==> config.mk <==
export PLATFORM = sky130hd
export DESIGN_NAME = stream_arbiter_flat
export DESIGN_NICKNAME = d
export VERILOG_FILES = /design/src/rtl/stream_arb_pkg.sv /design/src/rtl/stream_arbiter_if.sv /design/src/rtl/stream_arbiter_rr_select.sv /design/src/rtl/stream_arbiter.sv /design/src/flat_wrapper.sv
export SDC_FILE = /design/constraint.sdc
export NUM_CORES = 1
export LEC_CHECK = 0
export CORE_MARGIN = 8
export CORE_UTILIZATION = 38
export CTS_CLUSTER_DIAMETER = 60
export DETAILED_ROUTE_END_ITERATION = 6
export HOLD_SLACK_MARGIN = 0.03
export PLACE_DENSITY_LB_ADDON = 0.12
export SETUP_SLACK_MARGIN = 0.4
export SYNTH_ARGS = -nofsm -noshare
export SYNTH_HDL_FRONTEND = slang
export SYNTH_SLANG_ARGS = --single-unit
==> constraint.sdc <==
create_clock -name clkIn -period 3.6 [get_ports clkIn]
set_input_delay 0.72 -clock clkIn [delete_from_list [all_inputs] [get_ports clkIn]]
set_output_delay 0.72 -clock clkIn [all_outputs]
set_load 0.05 [all_outputs]
==> src/rtl/stream_arb_pkg.sv <==
// Shared defaults and lock-state encoding for the stream arbiter slice.
package stream_arb_pkg;

   localparam int NUM_REQ_DEF    = 4;
   localparam int DATA_WIDTH_DEF = 32;
   localparam int ID_WIDTH_DEF   = 2;

   typedef enum logic {
      IDLE   = 1'b0,
      LOCKED = 1'b1
   } lock_state_t;

endpackage

==> src/rtl/stream_arbiter_if.sv <==
// Request/merged-output bundle of the stream arbiter; slave is the arbiter's view.
// Handshake: a beat moves on a rising edge where valid and ready are both high; ready may depend on valid.
interface stream_arbiter_if
   import stream_arb_pkg::*;
#(
   parameter int NUM_REQ    = NUM_REQ_DEF,
   parameter int DATA_WIDTH = DATA_WIDTH_DEF,
   parameter int ID_WIDTH   = ID_WIDTH_DEF
) ();

   logic [NUM_REQ*DATA_WIDTH-1:0] reqDataIn;
   logic [NUM_REQ-1:0]            reqLastIn;
   logic [NUM_REQ-1:0]            reqValidIn;
   logic [NUM_REQ-1:0]            reqReadyOut;
   logic [DATA_WIDTH-1:0]         outDataOut;
   logic                          outLastOut;
   logic [ID_WIDTH-1:0]           outIdOut;
   logic                          outValidOut;
   logic                          outReadyIn;

   modport slave (
      input  reqDataIn, reqLastIn, reqValidIn, outReadyIn,
      output reqReadyOut, outDataOut, outLastOut, outIdOut, outValidOut
   );

   modport master (
      output reqDataIn, reqLastIn, reqValidIn, outReadyIn,
      input  reqReadyOut, outDataOut, outLastOut, outIdOut, outValidOut
   );

endinterface

==> src/rtl/stream_arbiter_rr_select.sv <==
// rr_select: combinational masked round-robin pick, first set request at or above ptr, wrapping.
module rr_select
   import stream_arb_pkg::*;
#(
   parameter int NUM_REQ  = NUM_REQ_DEF,
   parameter int ID_WIDTH = ID_WIDTH_DEF
) (
   input  logic [NUM_REQ-1:0]  req,
   input  logic [ID_WIDTH-1:0] ptr,
   output logic [NUM_REQ-1:0]  grant,
   output logic [ID_WIDTH-1:0] idx
);

   always_comb begin
      logic                found;
      logic [ID_WIDTH:0]   cand;
      grant = '0;
      idx   = '0;
      found = 1'b0;
      cand  = '0;
      // One extra bit so ptr+k never overflows before the modulo wrap.
      for (int k = 0; k < NUM_REQ; k++) begin
         cand = {1'b0, ptr} + (ID_WIDTH+1)'(k);
         if (cand >= (ID_WIDTH+1)'(NUM_REQ)) cand = cand - (ID_WIDTH+1)'(NUM_REQ);
         if (!found && req[cand[ID_WIDTH-1:0]]) begin
            found                     = 1'b1;
            grant[cand[ID_WIDTH-1:0]] = 1'b1;
            idx                       = cand[ID_WIDTH-1:0];
         end
      end
   end

endmodule

==> src/rtl/stream_arbiter.sv <==
// stream_arbiter: round-robin merge of NUM_REQ streams into one registered output stage.
// Define STREAM_ARB_PKT_LOCK_EN to hold the grant from first beat to reqLastIn of a packet.
module stream_arbiter
   import stream_arb_pkg::*;
#(
   parameter int NUM_REQ    = NUM_REQ_DEF,
   parameter int DATA_WIDTH = DATA_WIDTH_DEF,
   parameter int ID_WIDTH   = ID_WIDTH_DEF
) (
   input  logic                clkIn,
   input  logic                rstIn,
   stream_arbiter_if.slave     bus,
   output logic [ID_WIDTH-1:0] dbgRrPtr,
   output lock_state_t         dbgLockState
);

   logic [ID_WIDTH-1:0] rrPtr;
   logic [NUM_REQ-1:0]  rrGrant;
   logic [ID_WIDTH-1:0] rrIdx;
   logic [NUM_REQ-1:0]  grantVec;
   logic [ID_WIDTH-1:0] grantee;
   logic                canLoad;
   logic                accept;
   logic                relArb;

   rr_select #(.NUM_REQ(NUM_REQ), .ID_WIDTH(ID_WIDTH)) u_sel (
      .req   (bus.reqValidIn),
      .ptr   (rrPtr),
      .grant (rrGrant),
      .idx   (rrIdx)
   );

   assign canLoad = !bus.outValidOut || bus.outReadyIn;

`ifdef STREAM_ARB_PKT_LOCK_EN
   lock_state_t         lockState;
   logic [ID_WIDTH-1:0] lockId;

   // While locked the owner keeps the grant even when it momentarily drops valid.
   always_comb begin
      grantVec = rrGrant;
      grantee  = rrIdx;
      if (lockState == LOCKED) begin
         grantVec         = '0;
         grantVec[lockId] = 1'b1;
         grantee          = lockId;
      end
   end

   assign relArb       = bus.reqLastIn[grantee];
   assign dbgLockState = lockState;

   always_ff @(posedge clkIn) begin
      if (rstIn) begin
         lockState <= IDLE;
         lockId    <= '0;
      end else if (accept) begin
         lockState <= bus.reqLastIn[grantee] ? IDLE : LOCKED;
         lockId    <= grantee;
      end
   end
`else
   assign grantVec     = rrGrant;
   assign grantee      = rrIdx;
   assign relArb       = 1'b1;
   assign dbgLockState = IDLE;
`endif

   assign accept          = !rstIn && canLoad && |(grantVec & bus.reqValidIn);
   assign bus.reqReadyOut = (!rstIn && canLoad) ? (grantVec & bus.reqValidIn) : '0;
   assign dbgRrPtr        = rrPtr;

   always_ff @(posedge clkIn) begin
      if (rstIn) begin
         bus.outValidOut <= 1'b0;
         bus.outDataOut  <= '0;
         bus.outLastOut  <= 1'b0;
         bus.outIdOut    <= '0;
         rrPtr           <= '0;
      end else begin
         if (canLoad) bus.outValidOut <= accept;
         if (accept) begin
            bus.outDataOut <= bus.reqDataIn[grantee*DATA_WIDTH +: DATA_WIDTH];
            bus.outLastOut <= bus.reqLastIn[grantee];
            bus.outIdOut   <= grantee;
            if (relArb) rrPtr <= (grantee == ID_WIDTH'(NUM_REQ-1)) ? '0 : grantee + 1'b1;
         end
      end
   end

endmodule

==> src/flat_wrapper.sv <==
// flat-port wrapper written by rule: the top's interface ports become plain ports
module stream_arbiter_flat import stream_arb_pkg::*;
#(
   parameter int NUM_REQ    = NUM_REQ_DEF,
   parameter int DATA_WIDTH = DATA_WIDTH_DEF,
   parameter int ID_WIDTH   = ID_WIDTH_DEF
)
  (clkIn, rstIn, dbgRrPtr, dbgLockState, bus_reqDataIn, bus_reqLastIn, bus_reqValidIn, bus_outReadyIn, bus_reqReadyOut, bus_outDataOut, bus_outLastOut, bus_outIdOut, bus_outValidOut);
  stream_arbiter_if #(.NUM_REQ(NUM_REQ), .DATA_WIDTH(DATA_WIDTH), .ID_WIDTH(ID_WIDTH)) bus_i ();
  input  logic clkIn;
  input  logic rstIn;
  output logic [ID_WIDTH-1:0] dbgRrPtr;
  output lock_state_t dbgLockState;
  input wire logic [$bits(bus_i.reqDataIn)-1:0] bus_reqDataIn;
  input wire logic [$bits(bus_i.reqLastIn)-1:0] bus_reqLastIn;
  input wire logic [$bits(bus_i.reqValidIn)-1:0] bus_reqValidIn;
  input wire logic [$bits(bus_i.outReadyIn)-1:0] bus_outReadyIn;
  output wire logic [$bits(bus_i.reqReadyOut)-1:0] bus_reqReadyOut;
  output wire logic [$bits(bus_i.outDataOut)-1:0] bus_outDataOut;
  output wire logic [$bits(bus_i.outLastOut)-1:0] bus_outLastOut;
  output wire logic [$bits(bus_i.outIdOut)-1:0] bus_outIdOut;
  output wire logic [$bits(bus_i.outValidOut)-1:0] bus_outValidOut;
  assign bus_i.reqDataIn = bus_reqDataIn;
  assign bus_i.reqLastIn = bus_reqLastIn;
  assign bus_i.reqValidIn = bus_reqValidIn;
  assign bus_i.outReadyIn = bus_outReadyIn;
  assign bus_reqReadyOut = bus_i.reqReadyOut;
  assign bus_outDataOut = bus_i.outDataOut;
  assign bus_outLastOut = bus_i.outLastOut;
  assign bus_outIdOut = bus_i.outIdOut;
  assign bus_outValidOut = bus_i.outValidOut;
  stream_arbiter #(.NUM_REQ(NUM_REQ), .DATA_WIDTH(DATA_WIDTH), .ID_WIDTH(ID_WIDTH)) u_core (.clkIn(clkIn), .rstIn(rstIn), .bus(bus_i), .dbgRrPtr(dbgRrPtr), .dbgLockState(dbgLockState));
endmodule
Word-level counts from Yosys, hierarchy flattened
Cells that the tools add are included.
Widths: inputs -> output; s select.
{ "totals": {"regBits": 38, "in_bits": 139} }
{ "op_classes": {"n_addsub": 8, "order_cmp": 13, "eq_ne": 1, "shift": 1, "muxes": 35, "n_bitwise": 4, "reduce_logical": 16} }
{ "op_table": {"columns": ["operator", "count"], "rows": [
  ["$shiftx 128x8->32", 1],
  ["$mux 4", 5],
  ["$mux 2", 9],
  ["$lt 2x3->1 const B", 5],
  ["$mux 1", 12],
  ["$or 4x4->4", 3],
  ["$bmux 1 s2", 5],
  ["$ge 3x3->1 const B", 3],
  ["$logic_and 1x1->1", 9],
  ["$demux 1 s2", 4],
  ["$ge 2x1->1 const B", 4],
  ["$sub 2x1->2 const B", 4],
  ["$add 2x2->3 const B", 2],
  ["$logic_not 1->1", 5],
  ["$and 4x4->4", 1],
  ["$reduce_or 4->1", 1],
  ["$add 2x1->3 const B", 1],
  ["$ge 2x3->1 const B", 1],
  ["$add 2x1->2 const B", 1],
  ["$eq 2x2->1 const B", 1],
  ["$logic_or 1x1->1", 1]
]} }

Depth between registers and ports, before layout
{ "logic_depth": {"word_depth": 17, "ltp_mapped": 13, "ltp_nobuf": 9} }

Cells and area by module
Synthesis repeated with hierarchy kept, for this count alone.
{ "unflattened": {"cells_unflattened": 327, "area_unflattened_um2": 3298.2} }
{ "modules_own_cells": {"columns": ["mod", "instances", "cells_per_inst", "area_per_inst_um2", "seq_area_each_um2"], "rows": [
  ["stream_arbiter", 1, 262, 2808.9, 760.7],
  ["rr_select", 1, 65, 489.2, 0.0]
]} }

Worst setup path before layout
No wires, ideal clock.
{ "synth_timing": {"path_type": "reg-to-output", "from": "reg u_core.rrPtr[0] (netlist: u_core.dbgRrPtr[0])", "to": "out bus_reqReadyOut[1]", "arrival_ns": 3.205, "t_required_ns": 2.880, "path_slack_ns": -0.325, "stages_incl_launch_ff": 10, "path_buffers": 2, "path_cell_list": "dfxtp_1 > buf_4 > inv_1 > ha_1 > clkbuf_1 > mux4_2 > nor4b_4 > a22o_1 > o21ai_1 > nor2_1"} }
{ "synth_via": {"elab_chain_cells": 16, "word_cells_on_any_way": 61, "classes_between": "7 x add/sub; 12 x order compare; 28 x mux; 4 x bitwise; 10 x reduce/logical"} }
{ "synth_rtl": {"columns": ["item", "line_no", "text"], "rows": [
  ["start: declaration", "stream_arbiter.sv:17", "logic [ID_WIDTH-1:0] rrPtr;"],
  ["start signal: assignment", "stream_arbiter.sv:86", "if (relArb) rrPtr <= (grantee == ID_WIDTH'(NUM_REQ-1)) ? '0 : grantee + 1'b1;"],
  ["branches (longest 13 deep; another with $add 2x1->3)", null, null],
  ["$mux 4 *", "stream_arbiter_rr_select.sv:25", "if (!found && req[cand[ID_WIDTH-1:0]]) begin"],
  ["$and 4x4->4 *", "stream_arbiter.sv:70", "assign bus.reqReadyOut = (!rstIn && canLoad) ? (grantVec & bus.reqValidIn) : '0;"],
  ["$mux 4 *", "stream_arbiter.sv:70", null],
  ["end: declaration", "flat_wrapper.sv:18", "output wire logic [$bits(bus_i.reqReadyOut)-1:0] bus_reqReadyOut;"]
]} }
Mark *: on every way between the ends. The select of a mux whose other input is x is not followed.

Final worst setup path
{ "layout_timing": {"from": "in bus_reqValidIn[3]", "to": "out bus_reqReadyOut[0]"} }
{ "layout_via": {"elab_chain_cells": 14, "word_cells_on_any_way": 26, "classes_between": "16 x mux; 4 x bitwise; 6 x reduce/logical"} }
{ "layout_rtl": {"columns": ["item", "line_no", "text"], "rows": [
  ["start: declaration", "flat_wrapper.sv:16", "input wire logic [$bits(bus_i.reqValidIn)-1:0] bus_reqValidIn;"],
  ["$bmux 1 s2", "stream_arbiter_rr_select.sv:25", null],
  ["$mux 1 (implied by the code)", "stream_arbiter_rr_select.sv:25", null],
  ["$mux 1", "stream_arbiter_rr_select.sv:25", null],
  ["$logic_not 1->1", "stream_arbiter_rr_select.sv:25", null],
  ["$logic_and 1x1->1", "stream_arbiter_rr_select.sv:25", null],
  ["$mux 1", "stream_arbiter_rr_select.sv:25", null],
  ["$logic_not 1->1", "stream_arbiter_rr_select.sv:25", null],
  ["$logic_and 1x1->1", "stream_arbiter_rr_select.sv:25", null],
  ["$mux 1", "stream_arbiter_rr_select.sv:25", null],
  ["$logic_not 1->1", "stream_arbiter_rr_select.sv:25", null],
  ["$logic_and 1x1->1", "stream_arbiter_rr_select.sv:25", null],
  ["$mux 4 *", "stream_arbiter_rr_select.sv:25", null],
  ["$and 4x4->4 *", "stream_arbiter.sv:70", null],
  ["$mux 4 *", "stream_arbiter.sv:70", null]
]} }
Every way passes the cells marked *; elsewhere a longest branch is shown, timed or not. The select of a mux whose other input is x is not followed.

==> impl_summary.log <==
INFO  metric flow.area_growth_from_synthesis = 78.4%
INFO  metric critPathMaxStageDelay = between 0.5 and 0.6 ns
INFO  metric synth_seq_area_share = around a quarter
INFO  metric synth_cells = roughly 420
INFO  metric crit_start = bus_reqValidIn[3]
INFO  metric clock_transition_at_path_regs = roughly 0.070 ns
INFO  metric worst_tran_pin_value = 0.562 ns
INFO  metric area_after_detailed_placement = between 5000 and 6000 µm²
INFO  metric rr_startpoint = u_core.dbgRrPtr[0]
INFO  metric synth.yosys.warnings = 0
INFO  metric irDropWorstVdd = 458 µV
INFO  metric relative_slew_margins = between 60% and 70%
INFO  metric cap_viol_max_count = 0
INFO  metric die_area = about 11,000 µm²
INFO  metric layout_commonest_cell = sky130_fd_sc_hd__clkdlybuf4s50_1
INFO  metric clock_tree_sinks = 38
INFO  metric worst_path_required = 2.88 ns
INFO  metric status = completed
INFO  metric cp_max_fo = 6
INFO  metric initial_core_util = about two fifths
INFO  metric syn-mean-instance-area = around 7.0 µm²
INFO  metric antennaDiodeCount = 0
INFO  metric fin_nets = 748
INFO  metric cts_max_level = 2
INFO  metric grt_setup_unrepaired = yes
INFO  metric seq_area = around 770 µm²
INFO  metric ctsHoldBuffers = 0
INFO  metric drv_slew = 0
INFO  metric cts_tree = built
INFO  metric drc = 0
INFO  metric io_buffer_count = between 150 and 200
INFO  metric drt_first_pass_iters = 4
INFO  metric clockBufferDepth = 2
INFO  metric floorplan.io_pins = between 150 and 200
INFO  metric place.gp.congestion = between 0.8 and 0.9
INFO  metric crit_chain = buf_2 -> mux4_2 -> buf_4 -> nor3b_2 -> a22o_1 -> o21ai_4 -> nor2_4 -> buf_12
INFO  metric detail_route.wl_per_cell = about 16 µm
INFO  metric fillers = ~630
INFO  metric rows = 32
INFO  metric cts_root_buf = sky130_fd_sc_hd__clkbuf_8
INFO  metric final_antenna_net_count = 0
INFO  metric design.core.area = between 7000 and 8000 µm²
INFO  metric finalCritPeriodShare = between 80% and 90%
INFO  metric synth.cell_area = 2930 µm²
INFO  metric detail_route.iter0.violations = between 100 and 150
INFO  metric synth_seq_cells = 38
INFO  metric hold_path.class = reg2reg
INFO  metric fp.dieW = roughly 100 µm
INFO  metric type_of_the_setup_path_with_the_least_slack = in2out
INFO  metric netlist-cell-type-count = 33
INFO  metric pwr_density_cell = about 990 nW/µm²
INFO  metric fin_tns_setup = 0 ns
INFO  metric worst_skew_pair.late_latency = 0.28 ns
INFO  metric worst_setup_path_start_kind = input pin
INFO  metric worstPathArrival = roughly 2.4 ns
INFO  metric num_vias = between 3,000 and 4,000
INFO  metric layout-drive-gt1-share = 12.3%
INFO  metric cp_slowest_cell = sky130_fd_sc_hd__mux4_2
INFO  metric layout_min_cycle_time = ~3.1 ns
INFO  metric grt_first_pass_wirelength = 18.3 mm
INFO  metric grt_antenna_before_repair = 0
INFO  metric layout_common_cells = 172 x sky130_fd_sc_hd__clkdlybuf4s50_1, 146 x sky130_fd_sc_hd__nand2_1, 67 x sky130_fd_sc_hd__nand3_1
INFO  metric routed_wirelength = 11.1 mm
INFO  metric fmax = about 320 MHz
INFO  metric setup_viol_count_final = 0
INFO  metric grt_max_degree = between 60 and 70
INFO  metric gr-usage-all-layers = 20.0%
INFO  metric global_route.overflow_total = 0
INFO  metric number_of_global_route_vias_before_repair = 3,813
INFO  metric via_per_inst = about 5
INFO  metric worst_setup_path_end_kind = output pin
INFO  metric hpwlAfterDp = 8.38 mm
INFO  metric fp.dieH = 104 µm
INFO  metric multi_input_comb_area = 2080 µm²
INFO  metric finish.instance_area = between 5000 and 6000 µm²
INFO  metric power_leakage = a little over 2 nW
INFO  metric worst_hold_startpoint = u_core.bus.outValidOut
INFO  metric mapped_nets = approximately 570
INFO  metric finalHoldViolCount = 0
INFO  metric final_clock_skew = between 0.006 and 0.007 ns
INFO  metric tritoncts.num_buffers = 5
per-layer routing:
metal	vias to the layer above	GRT usage (%)	wire (µm)
li1	1814	-	-
met1	1662	20.0	4090
met2	108	37.7	5890
met3	14	7.50	889
met4	0	5.58	202
met5	-	0	0
state kept, by name, summed over array words and instances, names as in the netlist:
register                flops
u_core.bus.outDataOut      32
u_core.bus.outIdOut         2
u_core.bus.outLastOut       1
u_core.bus.outValidOut      1
u_core.dbgRrPtr             2
per-stage QoR:
stage | setup WS [ns] | hold WS, ns | util [%] | power (mW) | cells
after global placement | 0.0708 | 0.473 | 65.9 | 4.68 | 685
after global routing | 0.386 | 0.541 | 68.8 | 5.62 | 704
after detailed placement | 0.00169 | 0.502 | 65.9 | 4.76 | 685
final | 0.467 | 0.508 | 68.8 | 5.21 | 704
after floorplan | 0.412 | 0.721 | - | 3.47 | 418
after CTS | 0.420 | 0.512 | 68.1 | 5.18 | 700
power breakdown:
| group | internal [mW] | switching, mW |
|---|---|---|
| logic | 1.66 | 2.49 |
| registers | 0.632 | 0.0890 |
| clock network | 0.180 | 0.154 |
| total | 2.47 | 2.73 |
critical path, delay by kind of cell:
kind	cells	cell delay [ns]
multiplexers	1	0.52
buffers and inverters	3	0.45
AO/OA/AOI/OAI	2	0.32
AND/OR/NAND/NOR	2	0.40
what timing repair did:
item,CTS,global route
setup endpoints to repair,41,4
pin swaps,6,5
setup buffers,7,4
gates resized for setup,23,3
final timing paths:
kind              slack (ns)                         to  cells past startpoint
hold reg to reg         0.51     u_core.bus.outValidOut                      2
hold / removal          0.51     u_core.bus.outValidOut                      2
setup reg to reg        0.62  u_core.bus.outDataOut[27]                     12
setup / recovery        0.47         bus_reqReadyOut[0]                      8
final cells by class:
cell class              instances  area share, %
multi-input cells             341           39.7
repair buffers                213           41.0
inverters                       2          0.287
well taps                     102           2.44
flip-flops and latches         38           14.7
clock buffers                   8           1.94
logic make-up after synthesis:
kind of cell | synth area share [%]
compound gates | 16.4
simple gates | 42.9
other cells | 0.128
flops | 25.9
buf+inv | 6.70
fa+ha+maj | 3.41
mux | 4.48
synth_stat cells:
library cell,n,area [µm²]
sky130_fd_sc_hd__inv_1,2,7.51
sky130_fd_sc_hd__nand3b_1,1,7.51
sky130_fd_sc_hd__nor4_1,1,6.26
sky130_fd_sc_hd__nand2b_1,4,25.0
sky130_fd_sc_hd__nor2_1,8,30.0
sky130_fd_sc_hd__dfxtp_1,38,761
sky130_fd_sc_hd__conb_1,1,3.75
sky130_fd_sc_hd__o31ai_1,3,22.5
sky130_fd_sc_hd__buf_6,4,45.0
sky130_fd_sc_hd__mux4_2,4,90.1
sky130_fd_sc_hd__nand3_1,67,335
sky130_fd_sc_hd__a21oi_1,3,15.0
sky130_fd_sc_hd__nor4b_4,1,23.8
sky130_fd_sc_hd__nor3b_1,34,255
sky130_fd_sc_hd__o31a_1,1,8.76
sky130_fd_sc_hd__mux2_2,1,11.3
sky130_fd_sc_hd__buf_4,3,22.5
sky130_fd_sc_hd__a2111oi_0,2,17.5
sky130_fd_sc_hd__buf_2,7,35.0
sky130_fd_sc_hd__o21ai_1,3,15.0
sky130_fd_sc_hd__o21ai_2,1,8.76
sky130_fd_sc_hd__o21ai_0,6,30.0
sky130_fd_sc_hd__and4_1,1,8.76
sky130_fd_sc_hd__a211oi_2,1,12.5
sky130_fd_sc_hd__nor2b_1,3,18.8
sky130_fd_sc_hd__a31o_2,3,26.3
sky130_fd_sc_hd__nand2_1,146,548
sky130_fd_sc_hd__a31o_1,30,263
sky130_fd_sc_hd__clkbuf_1,23,86.3
sky130_fd_sc_hd__mux2i_1,3,30.0
sky130_fd_sc_hd__ha_1,8,100
sky130_fd_sc_hd__a22o_1,4,35.0
sky130_fd_sc_hd__a41oi_4,1,27.5
(Power assumes the default switching activity.)
